<file path="src/rtl/response_arbiter_pkg.sv">
// Shared types for the messaging-unit response return path.
// Holds the response payload layout and the response source encoding.
package response_arbiter_pkg;

  typedef struct packed {
    logic [4:0]  register;
    logic [31:0] value;
  } response_data_t;

  typedef enum logic {
    RESPONSE_SOURCE_SEND = 1'b0,
    RESPONSE_SOURCE_RECV = 1'b1
  } response_source_t;

  // Writes to x0 complete their handshake but never reach writeback.
  function automatic logic needs_writeback(input response_data_t d);
    return d.register != 5'd0;
  endfunction

endpackage

</file>
<file path="src/rtl/response_fifo.sv">
// In-order response buffer of DEPTH entries with head/tail pointers
// wrapping modulo DEPTH and a registered occupancy count.
module response_fifo
  import response_arbiter_pkg::*;
#(
  parameter int DEPTH = 2
) (
  input  logic                         clk,
  input  logic                         rst,
  input  logic                         push,
  input  response_data_t               push_data,
  input  logic                         pop,
  output response_data_t               head_data,
  output logic [$clog2(DEPTH+1)-1:0]   count,
  output logic                         full
);

  localparam int PW = (DEPTH > 1) ? $clog2(DEPTH) : 1;
  localparam int CW = $clog2(DEPTH + 1);

  response_data_t mem [DEPTH];
  logic [PW-1:0]  head;
  logic [PW-1:0]  tail;
  logic           empty;
  logic           do_push;
  logic           do_pop;

  function automatic logic [PW-1:0] next_ptr(input logic [PW-1:0] p);
    return (p == PW'(DEPTH - 1)) ? '0 : p + PW'(1);
  endfunction

  assign full      = (count == CW'(DEPTH));
  assign empty     = (count == '0);
  assign do_push   = push & ~full;
  assign do_pop    = pop & ~empty;
  assign head_data = mem[head];

  always_ff @(posedge clk or posedge rst) begin
    if (rst) begin
      head  <= '0;
      tail  <= '0;
      count <= '0;
      for (int i = 0; i < DEPTH; i++) mem[i] <= '0;
    end else begin
      if (do_push) begin
        mem[tail] <= push_data;
        tail      <= next_ptr(tail);
      end
      if (do_pop) head <= next_ptr(head);
      case ({do_push, do_pop})
        2'b10:   count <= count + CW'(1);
        2'b01:   count <= count - CW'(1);
        default: count <= count;
      endcase
    end
  end

endmodule

</file>
<file path="src/rtl/response_arbiter.sv">
// Merges send/receive pipeline responses into one writeback stream.
// XCTCMSG_RESPONSE_ARBITER_RR_EN selects round-robin; otherwise receive has fixed priority.
module response_arbiter
  import response_arbiter_pkg::*;
#(
  parameter int DEPTH = 2
) (
  input  logic           clk,
  input  logic           rst,
  input  logic           send_response_arbiter_valid,
  output logic           response_arbiter_send_ready,
  input  response_data_t send_response_arbiter_data,
  input  logic           receive_response_arbiter_valid,
  output logic           response_arbiter_receive_ready,
  input  response_data_t receive_response_arbiter_data,
  output logic           response_arbiter_wb_valid,
  input  logic           wb_response_arbiter_ready,
  output response_data_t response_arbiter_wb_data
);

  logic [$clog2(DEPTH+1)-1:0] count;
  logic                       full;
  logic                       send_grant;
  logic                       recv_grant;
  response_source_t           grant_src;
  response_data_t             grant_data;
  logic                       push;
  logic                       pop;

`ifdef XCTCMSG_RESPONSE_ARBITER_RR_EN
  logic prefer_receive;

  assign response_arbiter_send_ready =
    ~full & ~(receive_response_arbiter_valid & prefer_receive);
  assign response_arbiter_receive_ready =
    ~full & ~(send_response_arbiter_valid & ~prefer_receive);

  // The loser of each grant gets preference next time; idle cycles keep it.
  always_ff @(posedge clk or posedge rst) begin
    if (rst) begin
      prefer_receive <= 1'b0;
    end else if (send_grant | recv_grant) begin
      prefer_receive <= (grant_src == RESPONSE_SOURCE_SEND);
    end
  end
`else
  assign response_arbiter_send_ready    = ~full & ~receive_response_arbiter_valid;
  assign response_arbiter_receive_ready = ~full;
`endif

  assign send_grant = send_response_arbiter_valid & response_arbiter_send_ready;
  assign recv_grant = receive_response_arbiter_valid & response_arbiter_receive_ready;
  assign grant_src  = recv_grant ? RESPONSE_SOURCE_RECV : RESPONSE_SOURCE_SEND;
  assign grant_data = recv_grant ? receive_response_arbiter_data : send_response_arbiter_data;
  assign push       = (send_grant | recv_grant) & needs_writeback(grant_data);

  assign response_arbiter_wb_valid = (count != '0);
  assign pop = response_arbiter_wb_valid & wb_response_arbiter_ready;

  response_fifo #(
    .DEPTH(DEPTH)
  ) u_fifo (
    .clk      (clk),
    .rst      (rst),
    .push     (push),
    .push_data(grant_data),
    .pop      (pop),
    .head_data(response_arbiter_wb_data),
    .count    (count),
    .full     (full)
  );

endmodule

</file>
<file path="config.mk">
export PLATFORM = sky130hd
export DESIGN_NAME = response_arbiter
export DESIGN_NICKNAME = d
export VERILOG_FILES = /design/src/rtl/response_arbiter_pkg.sv /design/src/rtl/response_fifo.sv /design/src/rtl/response_arbiter.sv
export SDC_FILE = /design/constraint.sdc
export NUM_CORES = 1
export LEC_CHECK = 0
export CELL_PAD_IN_SITES_DETAIL_PLACEMENT = 0
export CELL_PAD_IN_SITES_GLOBAL_PLACEMENT = 1
export CORE_ASPECT_RATIO = 1.2
export CORE_MARGIN = 10
export CORE_UTILIZATION = 35
export DETAILED_ROUTE_END_ITERATION = 6
export PLACE_DENSITY = 0.83
export SLEW_MARGIN = 10
export SYNTH_ARGS = -nofsm -noshare
export SYNTH_HDL_FRONTEND = slang
export SYNTH_HIERARCHICAL = 1
export SYNTH_SLANG_ARGS = --single-unit
</file>
<file path="constraint.sdc">
create_clock -name clk -period 6.3 [get_ports clk]
set_clock_uncertainty 0.2 [all_clocks]
set_input_delay 1.575 -clock clk [delete_from_list [all_inputs] [get_ports clk]]
set_output_delay 1.575 -clock clk [all_outputs]
set_load 0.05 [all_outputs]
</file>
==> impl_metrics.toml, run 1 <==
[cells_and_area]
drive_gt1_share_pct = 44.7
fill_cells = 1044
syn_to_final_growth_pct = 36.4
seq_area_um2 = 1950
multi_input_area_um2 = 2070
num_antenna_cells = 0
final_nets = 462

[placement]
gp_congestion = 0.738
hpwl_mm = 6.48
port_buffers = 118

[floorplanning]
fp.dieH_um = 140
rows = 43
dieWidth_um = 120
die_area_um2 = 16800
io-pin-count = 119
core_um2 = 11700
start_util_pct = 36.1

[global_routing]
grt_pass1_wl_mm = 15.8
first_global_vias = 3041
overflow = 0
antenna_found_initial = 0
grt_max_degree = 43
track_usage_pct = 11.5

[sta]
max_slew_margin_pct = 35.2
tns_ns = 0
hold_viol = 0
fin_crit_sh_pct = 76.4
hold_ws_ns = 0.293
worstMarginPinSlew_ns = 0.973
fmax_ghz = 0.208
rsz0062_at_grt = "false"
slew_violations = 0
post-route-min-period_ns = 4.81
setup_violations = 0

[critical_path]
cp-startpoint = "receive_response_arbiter_valid"
arrival_ns = 3.04
slowest_stage = "clkdlybuf4s50_1"
crit_top_cell = "clkdlybuf4s50_1"
crit_required_ns = 4.53
r2r-start = "u_fifo/count[0]"
worstSetupPathType = "primary input to output pin"
cp-end-kind = "output pin"
cpLargestDelayFamily = "buffers and inverters"
cp_max_fo = 5
critPathMaxStageDelay_ns = 0.82
cp-start-kind = "primary input"
cp_cell_sequence = "clkdlybuf4s50_1, nor2_1, clkdlybuf4s50_1"
critPathBufInv = 2

[clock_tree]
clkSinkCount = 78
clockBufferDepth = 2
clk_pin_slew_ns = 0.06
tritoncts = "done"
cts_buffers = 9
h-tree-depth = 3
ctsResizeCount = 0
cts_hold_buf = 0
cts_setup_buffers = 0
insertion_delay_ns = 0.33
cts_root_buffer = "clkbuf_16"

[power]
p_leak_nw = 2.47
totalPowerFinal_mw = 3.74
p_per_area_nw_per_um2 = 652
ir_drop_v = 0.000463
internal-power_mw = 2.19
power.switching_mw = 1.56
p_seq_share_pct = 25.7
power_frac_comb_pct = 60.3
swShare_pct = 41.5
clock_power_share_pct = 14.0

[detailed_routing]
drt_iter0_markers = 55
remaining_drc_errors = 0
drt_pass1_iterations = 4
ant_nets = 0
routed_wl_mm = 9.35
wl_per_cell_um = 17.2
vias = 2544
via_per_inst = 4.68

[logic_synthesis]
synth_cells = 266
syn_avg_cell_area_um2 = 15.8
ys_ff_latch = 78
synth_area_um2 = 4210
seq_area_frac_synth_pct = 46.4
ys_warn_count = 6
synth_nets = 346
synth_cell_type_count = 26

[status]
status = "finished clean"

[min_path]
holdCritStartpoint = "u_fifo/tail"
hold_class = "flop to flop"

[run]
max-cap-violations = 0
cells in the mapped netlist (all sizes together):
cell type,count,area share [%]
xor2,2,0.42
mux2,148,45
nand2b,1,0.33
nor3,2,0.36
nand3b,1,0.18
o21a,1,0.18
or4b,1,0.24
buf,12,3.4
nor4,1,0.15
nor2,3,0.27
dfrtp,78,46
or4,1,0.18
or2,1,0.15
and2,1,0.15
inv,3,0.27
xnor2,3,0.62
and3,1,0.27
clkbuf,3,0.74
nand2,2,0.36
ha,1,0.30
stage by stage:
step | cell area [um2] | setup WS, ns | cells | utilization [%]
2_1_floorplan | 4210 | 2.31 | 266 | -
3_3_place_gp | 5430 | 1.51 | 528 | 46.5
3_5_place_dp | 5430 | 1.49 | 528 | 46.5
4_1_cts | 5740 | 1.47 | 544 | 49.2
5_1_grt | 5740 | 1.40 | 544 | 49.2
6_report | 5740 | 1.49 | 544 | 49.2
sequential cells by signal (all words and copies together), names as in the netlist:
register      flops
u_fifo/count      2
u_fifo/mem       74
u_fifo/tail       1
u_fifo/head       1
final cells by class:
cell class                      count  area share (%)
Inverter                            3           0.218
Clock buffer                       10            4.16
Timing Repair Buffer              120            20.8
Multi-Input combinational cell    170            36.1
Tap cell                          157            3.42
Clock inverter                      6            1.24
Sequential cell                    78            34.0
cell usage in the layout (no fill, tap or decap):
cell             count
clkdlybuf4s50_1    118
mux2_2              86
dfrtp_1             77
mux2_4              62
clkbuf_16            9
nor2_1               3
clkinv_4             3
xnor2_1              3
inv_1                2
clkinvlp_4           2
xor2_1               2
buf_4                2
nand2_4              1
or4_1                1
nor3_1               1
or4b_1               1
nor3_2               1
nor4_1               1
or2_2                1
and2_1               1
bufinv_16            1
clkbuf_8             1
nand2b_4             1
nand3b_1             1
and3_4               1
o21a_1               1
nand2_1              1
clkinv_2             1
ha_1                 1
dfrtp_2              1
power groups by stage:
stage	sequential, mW	combinational, mW	clock [mW]
finish	0.962	2.26	0.525
global route	1.01	2.39	0.566
global placement	0.951	2.27	0
floorplan	0.870	1.85	0
detailed placement	0.970	2.28	0
CTS	0.966	2.30	0.543
metal layers:
layer | part of all wire [%] | track usage, % | wire [um] | up-vias
met1 | 44 | 13.9 | 4130 | 1278
li1 | - | - | - | 1186
met5 | 0 | 0 | 0 | -
met3 | 5.1 | 3.10 | 472 | 9
met4 | 1.3 | 4.39 | 126 | 0
met2 | 49 | 19.0 | 4610 | 71
worst paths after layout:
check	slack, ns	depth (start not counted)	to
hold / removal	0.29	1	u_fifo/tail
min in group asynchronous	1.44	2	u_fifo/mem[47]
hold reg to reg	0.29	1	u_fifo/tail
max in group asynchronous	3.47	3	u_fifo/head
setup reg to reg	3.68	5	u_fifo/mem[35]
setup / recovery	1.49	3	response_arbiter_send_ready
worst reg2reg max path: stages, from the launching register on:
cell      delay, ns
dfrtp_1        0.42
nand2b_4       0.17
inv_1          0.06
nor4_1         0.46
and3_4         0.77
mux2_2         0.42
cells by family (layout without fill, tap and decap cells):
logic type | count (synthesis) | count (layout) | share of synthesized area, %
and+or+nand+nor | 15 | 15 | 2.62
muxes | 148 | 148 | 45.1
buffers and inverters | 18 | 139 | 4.40
DFF | 78 | 78 | 46.4
AOI/OAI and AO/OA | 1 | 1 | 0.178
xor gates and xnor gates | 5 | 5 | 1.04
adders and majority gates | 1 | 1 | 0.297
Note: power is estimated with default switching activity, not from simulation.
==> inputs of run 2 (changes only) <==
--- a/config.mk
+++ b/config.mk
@@ -11,7 +11,7 @@
 export CORE_MARGIN = 10
 export CORE_UTILIZATION = 35
 export DETAILED_ROUTE_END_ITERATION = 6
-export PLACE_DENSITY = 0.83
+export PLACE_DENSITY = 0.86
 export SLEW_MARGIN = 10
 export SYNTH_ARGS = -nofsm -noshare
 export SYNTH_HDL_FRONTEND = slang
==> constraint.sdc (replaced) <==
create_clock -name clk -period 4 [get_ports clk]
set_clock_uncertainty 0.2 [all_clocks]
set_input_delay 1 -clock clk [delete_from_list [all_inputs] [get_ports clk]]
set_output_delay 1 -clock clk [all_outputs]
set_load 0.05 [all_outputs]
==> run 2 against run 1 <==
Register-to-register slack got worse by 2.2 ns; hold slack improved by 0.011 ns; via count increased by 0.31%; combinational power increased by 63%; critical endpoint is now response_arbiter_wb_data[20].
==> impl_metrics.toml, run 2 (synthesis gave the netlist of run 1 again) <==
[placement]
placed_cell_area_um2 = 5500
port_buffers = 118
hpwl_mm = 6.81
gp_congestion = 0.714

[floorplanning]
start_util_pct = 36.1
io-pin-count = 119
die_area_um2 = 16800
dieWidth_um = 120
core_um2 = 11700
fp.dieH_um = 140
rows = 43

[detailed_routing]
via_per_inst = 4.67
drt_pass1_iterations = 4
ant_nets = 0
drt_iter0_markers = 48
remaining_drc_errors = 0
routed_wl_mm = 9.47
wl_per_cell_um = 17.3
vias = 2552

[sta]
slew_violations = 0
hold_ws_ns = 0.305
setup_violations = 0
worstMarginPinSlew_ns = 0.550
tns_ns = 0
post-route-min-period_ns = 3.54
max_slew_margin_pct = 63.2
rsz0062_at_grt = "false"
fmax_ghz = 0.282
fin_crit_sh_pct = 88.5
hold_viol = 0

[cells_and_area]
stdcell_area_um2 = 5790
final_nets = 465
final_common_cell = "clkdlybuf4s50_1"
syn_to_final_growth_pct = 37.6
finish.utilization_pct = 49.6
final_cell_mix = "clkdlybuf4s50_1 (117), mux2_2 (86), dfrtp_1 (77), mux2_4 (62), clkbuf_16 (9)"
largest_registers = "u_fifo/mem x74, u_fifo/count x2"
multi_input_area_um2 = 2070
seq_area_um2 = 1950
drive_gt1_share_pct = 45.1
top_register = "u_fifo/mem"
largest_reg_flops = 74
fill_cells = 1021
num_antenna_cells = 0

[run]
max-cap-violations = 0

[clock_tree]
cts_hold_buf = 0
clk_pin_slew_ns = 0.05
clkSinkCount = 78
tritoncts = "done"
cts_root_buffer = "clkbuf_16"
clockBufferDepth = 2
cts_setup_buffers = 0
ctsResizeCount = 0
insertion_delay_ns = 0.32
h-tree-depth = 3
cts_buffers = 9

[critical_path]
worstSetupPathType = "flop to output pin"
crit_required_ns = 2.80
cp-end-kind = "output pin"
cp-start-kind = "flop"
arrival_ns = 2.34
cp_max_fo = 20

[global_routing]
overflow = 0
grt_max_degree = 79
track_usage_pct = 11.2
antenna_found_initial = 0
first_global_vias = 2956
grt_pass1_wl_mm = 15.3

[status]
status = "finished clean"

[power]
totalPowerFinal_mw = 5.95
p_per_area_nw_per_um2 = 1030
ir_drop_v = 0.000634
p_leak_nw = 2.49

[min_path]
hold_class = "flop to flop"
==> run 2: report_power, final <==
group | leakage [nW] | total, mW | switching (mW) | internal, mW
logic | 1.44 | 3.68 | 1.89 | 1.78
clock network | 0.134 | 0.791 | 0.310 | 0.481
registers | 0.915 | 1.48 | 0.264 | 1.21
total | 2.49 | 5.95 | 2.47 | 3.48
==> run 2: worst max-delay path, stage by stage (launching register included) <==
cell and delay, ns:
dfrtp_2 0.69, buf_12 0.25, mux2_2 0.34, clkdlybuf4s50_1 0.73
==> run 2: path summary, 6_finish.rpt <==
kind	from	endpoint	slack, ns	cells past startpoint
worst max register to register	u_fifo/count[0]	u_fifo/mem[13]	1.46	6
min in group asynchronous	rst	u_fifo/mem[48]	0.89	3
worst min register to register	u_fifo/mem[45]	u_fifo/mem[45]	0.30	1
worst max-delay path	u_fifo/head	response_arbiter_wb_data[20]	0.46	3
worst min-delay path	u_fifo/mem[45]	u_fifo/mem[45]	0.30	1
max in group asynchronous	rst	u_fifo/head	2.38	3
==> run 2: final cells by class <==
| cell class | count | area share [%] |
|---|---|---|
| inverters | 3 | 0.216 |
| clock inverters | 6 | 1.08 |
| repair buffers | 123 | 21.9 |
| flip-flops and latches | 78 | 33.7 |
| well taps | 157 | 3.39 |
| multi-input cells | 170 | 35.8 |
| clock buffers | 10 | 3.95 |
==> run 2: metrics by stage <==
stage / cells / setup slack (ns)
detailed placement: 531 / 0.395
floorplan: 266 / 0.805
global placement: 531 / 0.501
finish: 547 / 0.459
global route: 547 / 0.337
CTS: 547 / 0.397
==> run 2: layer usage <==
| metal | global-route usage (%) | share of wire (%) | wire length (um) | up-vias |
|---|---|---|---|---|
| met5 | 0 | 0 | 0 | - |
| met2 | 18.5 | 49 | 4670 | 74 |
| li1 | - | - | - | 1198 |
| met4 | 2.67 | 0.41 | 39 | 0 |
| met3 | 3.98 | 5.0 | 471 | 4 |
| met1 | 13.5 | 45 | 4290 | 1276 |
==> inputs of run 3 (changes only) <==
--- a/config.mk
+++ b/config.mk
@@ -7,7 +7,7 @@
 export LEC_CHECK = 0
 export CELL_PAD_IN_SITES_DETAIL_PLACEMENT = 0
 export CELL_PAD_IN_SITES_GLOBAL_PLACEMENT = 1
-export CORE_ASPECT_RATIO = 1.2
+export CORE_ASPECT_RATIO = 0.75
 export CORE_MARGIN = 10
 export CORE_UTILIZATION = 35
 export DETAILED_ROUTE_END_ITERATION = 6
==> run 3 against run 2 <==
Hold slack got worse by 0.0016 ns; core utilization is 0.090 points lower; first-iteration DRC count is 92% higher; sequential share of layout area is essentially flat; setup slack lost 0.099 ns; clock power is 0.9% lower; final area about the same; die area up 0.17%; power increased by 0.38%; combinational power barely moved; sequential cell count is the same; largest cell class unchanged; highest routed layer unchanged.
==> impl_metrics.toml, run 3 (synthesis gave the netlist of run 1 again) <==
[critical_path]
critPathMaxStageDelay_ns = 0.73
cpLargestDelayFamily = "buffers and inverters"
r2r-start = "u_fifo/count[0]"
cp_cell_sequence = "buf_4, mux2_2, clkdlybuf4s50_1"
cp-start-kind = "flop"
arrival_ns = 2.44
cp_max_fo = 21
slowest_stage = "clkdlybuf4s50_1"
reg2regPathDepth = 6
reg2reg_slack_ns = 1.59
cp-end-kind = "output pin"
critPathBufInv = 2
r2r-end = "u_fifo/mem[12]"
crit_required_ns = 2.80
worstSetupPathType = "flop to output pin"

[placement]
port_buffers = 118
hpwl_mm = 7.40
place_ws_ns = 0.519
gp_congestion = 0.753

[cells_and_area]
final_nets = 467
multi_input_area_um2 = 2070
drive_gt1_share_pct = 45.7
final_common_cell = "clkdlybuf4s50_1"
num_antenna_cells = 0
fill_cells = 1006
final_cell_mix = "clkdlybuf4s50_1 (117), mux2_2 (86), dfrtp_1 (77), mux2_4 (62), clkbuf_16 (9)"
largest_reg_flops = 74
top_register = "u_fifo/mem"
syn_to_final_growth_pct = 37.6
largest_registers = "u_fifo/mem x74, u_fifo/count x2"
seq_area_um2 = 1950

[power]
clock_power_share_pct = 13.1
p_leak_nw = 2.49
power.switching_mw = 2.51
p_per_area_nw_per_um2 = 1030
ir_drop_v = 0.000559
p_seq_share_pct = 24.8
internal-power_mw = 3.46
power_frac_comb_pct = 62.1
swShare_pct = 42.1

[clock_tree]
cts_hold_buf = 0
cts_root_buffer = "clkbuf_16"
cts_buffers = 9
h-tree-depth = 3
ctsResizeCount = 0
insertion_delay_ns = 0.32
clk_pin_slew_ns = 0.06
tritoncts = "done"
clockBufferDepth = 2
clkSinkCount = 78
cts_setup_buffers = 0

[global_routing]
antenna_found_initial = 0
grt_max_degree = 41
first_global_vias = 3035
grt_pass1_wl_mm = 16.7
track_usage_pct = 12.3
overflow = 0

[floorplanning]
core_um2 = 11700
dieWidth_um = 147
fp.dieH_um = 115
die_area_um2 = 16900
io-pin-count = 119
start_util_pct = 36.0
rows = 34

[status]
status = "finished clean"

[sta]
fin_crit_sh_pct = 91.0
hold_viol = 0
post-route-min-period_ns = 3.64
tns_ns = 0
worstMarginPinSlew_ns = 0.689
rsz0062_at_grt = "false"
max_slew_margin_pct = 54.0
setup_violations = 0
hold_ws_ns = 0.303
worst_slack_ns = 0.360
fmax_ghz = 0.275
slew_violations = 0

[detailed_routing]
ant_nets = 0
remaining_drc_errors = 0
wl_per_cell_um = 18.6
vias = 2556
routed_wl_mm = 10.3
drt_pass1_iterations = 4
drt_iter0_markers = 92
via_per_inst = 4.61

[min_path]
whs_path_depth = 1
whs_endpoint = "u_fifo/tail"
hold_class = "flop to flop"
holdCritStartpoint = "u_fifo/tail"

[run]
max-cap-violations = 0
run 3: layout make-up:
type | instances | share of cell area (%)
Timing Repair Buffer | 125 | 21.7
Clock buffer | 12 | 4.60
Tap cell | 162 | 3.50
Sequential cell | 78 | 33.7
Inverter | 3 | 0.216
Multi-Input combinational cell | 170 | 35.8
Clock inverter | 4 | 0.518
run 3: through the flow:
step           power, mW  cell area, um2  util [%]  instances
2_1_floorplan       4.28            4210         -        266
3_3_place_gp        5.14            5500      47.0        538
3_5_place_dp        5.20            5500      47.0        538
4_1_cts             6.04            5790      49.5        554
5_1_grt             6.27            5790      49.5        554
6_report            5.97            5790      49.5        554
run 3: worst max path at each step:
stage | from | endpoint | depth (start not counted) | slack (ns)
6_report | u_fifo/head | response_arbiter_wb_data[21] | 3 | 0.36
5_1_grt | u_fifo/head | response_arbiter_wb_data[36] | 3 | 0.27
4_1_cts | u_fifo/head | response_arbiter_wb_data[32] | 3 | 0.32
3_5_place_dp | receive_response_arbiter_valid | u_fifo/mem[65] | 7 | 0.52
3_3_place_gp | receive_response_arbiter_valid | u_fifo/mem[61] | 7 | 0.54
2_1_floorplan | rst | u_fifo/count[0] | 1 | 0.80
run 3: worst register-to-register path: stages (launching register included):
cell	delay [ns]
dfrtp_1	0.43
nand2b_4	0.18
inv_1	0.06
nor4_1	0.45
and3_4	0.31
buf_4	0.31
mux2_4	0.35
run 3: per-layer routing:
metal  vias up  track usage (%)  share of wire, %
li1       1195                -                 -
met1      1259             16.5                49
met2        95             17.8                41
met3         7             5.10               9.2
met4         0             3.39              0.85
met5         -                0                 0
run 3: power groups by stage:
stage | clock, mW | sequential, mW | combinational, mW
2_1_floorplan | 0 | 1.37 | 2.91
3_3_place_gp | 0 | 1.46 | 3.68
3_5_place_dp | 0 | 1.49 | 3.72
4_1_cts | 0.806 | 1.49 | 3.75
5_1_grt | 0.835 | 1.54 | 3.89
6_report | 0.784 | 1.48 | 3.70
==> RTL change: new RTL, flow settings as in run 2 <==
`DEPTH` is set to 2 in 2 places; all go to 4.
--- a/src/rtl/response_fifo.sv
+++ b/src/rtl/response_fifo.sv
@@ -5,3 +5,3 @@
 #(
-  parameter int DEPTH = 2
+  parameter int DEPTH = 4
 ) (
--- a/src/rtl/response_arbiter.sv
+++ b/src/rtl/response_arbiter.sv
@@ -5,3 +5,3 @@
 #(
-  parameter int DEPTH = 2
+  parameter int DEPTH = 4
 ) (
Check against the original RTL: not equivalent (a bounded check fails within 4 cycles, from zero or initial values and one cycle with rst high).
==> RTL change against run 2 <==
Critical path depth unchanged; worst setup slack lost 0.10 ns; sequential power is 93% higher; sequential share of layout area is 6.8 points higher; sequential cell count increased by 77; cell area up 65%; power rose by 65%; routed wire length grew 79%; synthesized area up 77%; via count rose by 68%; critical path type unchanged; largest cell class is now flip-flops and latches; largest power group unchanged.
==> RTL change: results <==
group,metric,value,unit
synth,synth_common_cells,"165 x mux2_2, 155 x dfrtp_1, 37 x mux4_2, 23 x mux2_4, 13 x buf_6",
routing,met2_length,9.14,mm
critical_path,reg2reg_to,"u_fifo/count[2]$_DFFE_PP0P_",
synth,synth.top_cells.by_area,"dfrtp_1 52%, mux2_2 25%, mux4_2 11%, mux2_4 4.6%, buf_6 2.0%",
routing,wl_met3,715,um
sta,fin_hold_ws,0.301,ns
placement,place_congestion,0.713,
run_status,status,"finished clean",
global_routing,met1_usage,0.136,
clock_network,cts_buffers,17,
routing,wl,16.9,mm
critical_path,startpoint,"u_fifo/head[1]$_DFFE_PP0P_",
synth,synth-compound-area-share,0.00201,
sta,clock.fmax,275,MHz
routing,wl_met1,6.89,mm
critical_path,r2r_slack,1.15,ns
finish,fin_cells,858,
global_routing,grt_pass1_wl,27.3,mm
finish,drive_above_1_share,0.478,
global_routing,gr-usage-met2,0.223,
global_routing,grt_pass1_vias,5015,
critical_path,crit_fanout,24,
worst_hold_path,whs_endpoint,"u_fifo/mem[43]$_DFFE_PP0P_",
finish,fin_util,0.457,
critical_path,reg2regPathDepth,9,
finish,nFillCells,1772,
critical_path,regToRegStartpoint,"u_fifo/count[2]$_DFFE_PP0P_",
worst_hold_path,hold_path_startpoint,"u_fifo/mem[43]$_DFFE_PP0P_",
==> RTL change: cell types whose count changed in the layout (fill, tap and decap cells not counted), moves of 4 or more <==
cell	delta
buf_12	+5
buf_4	+4
clkbuf_16	+8
clkbuf_8	+5
dfrtp_1	+76
ha_1	+5
inv_1	+5
mux2_2	+79
mux2_4	-39
mux4_2	+37
nor2_4	+4
==> RTL change: power breakdown <==
| group | internal (mW) | leakage, nW | switching, mW |
|---|---|---|---|
| Clock | 0.939 | 0.286 | 0.630 |
| Combinational | 2.59 | 1.76 | 2.81 |
| Sequential | 2.40 | 1.83 | 0.457 |
==> RTL change: cell type report <==
class / instances / area, um^2 / area share
Timing Repair Buffer: 132 / 1400 / 0.146
Sequential cell: 155 / 3880 / 0.405
Tap cell: 270 / 338 / 0.0352
Multi-Input combinational cell: 261 / 3350 / 0.350
Clock buffer: 23 / 498 / 0.0520
Inverter: 8 / 33.8 / 0.00352
Clock inverter: 9 / 86.3 / 0.00901
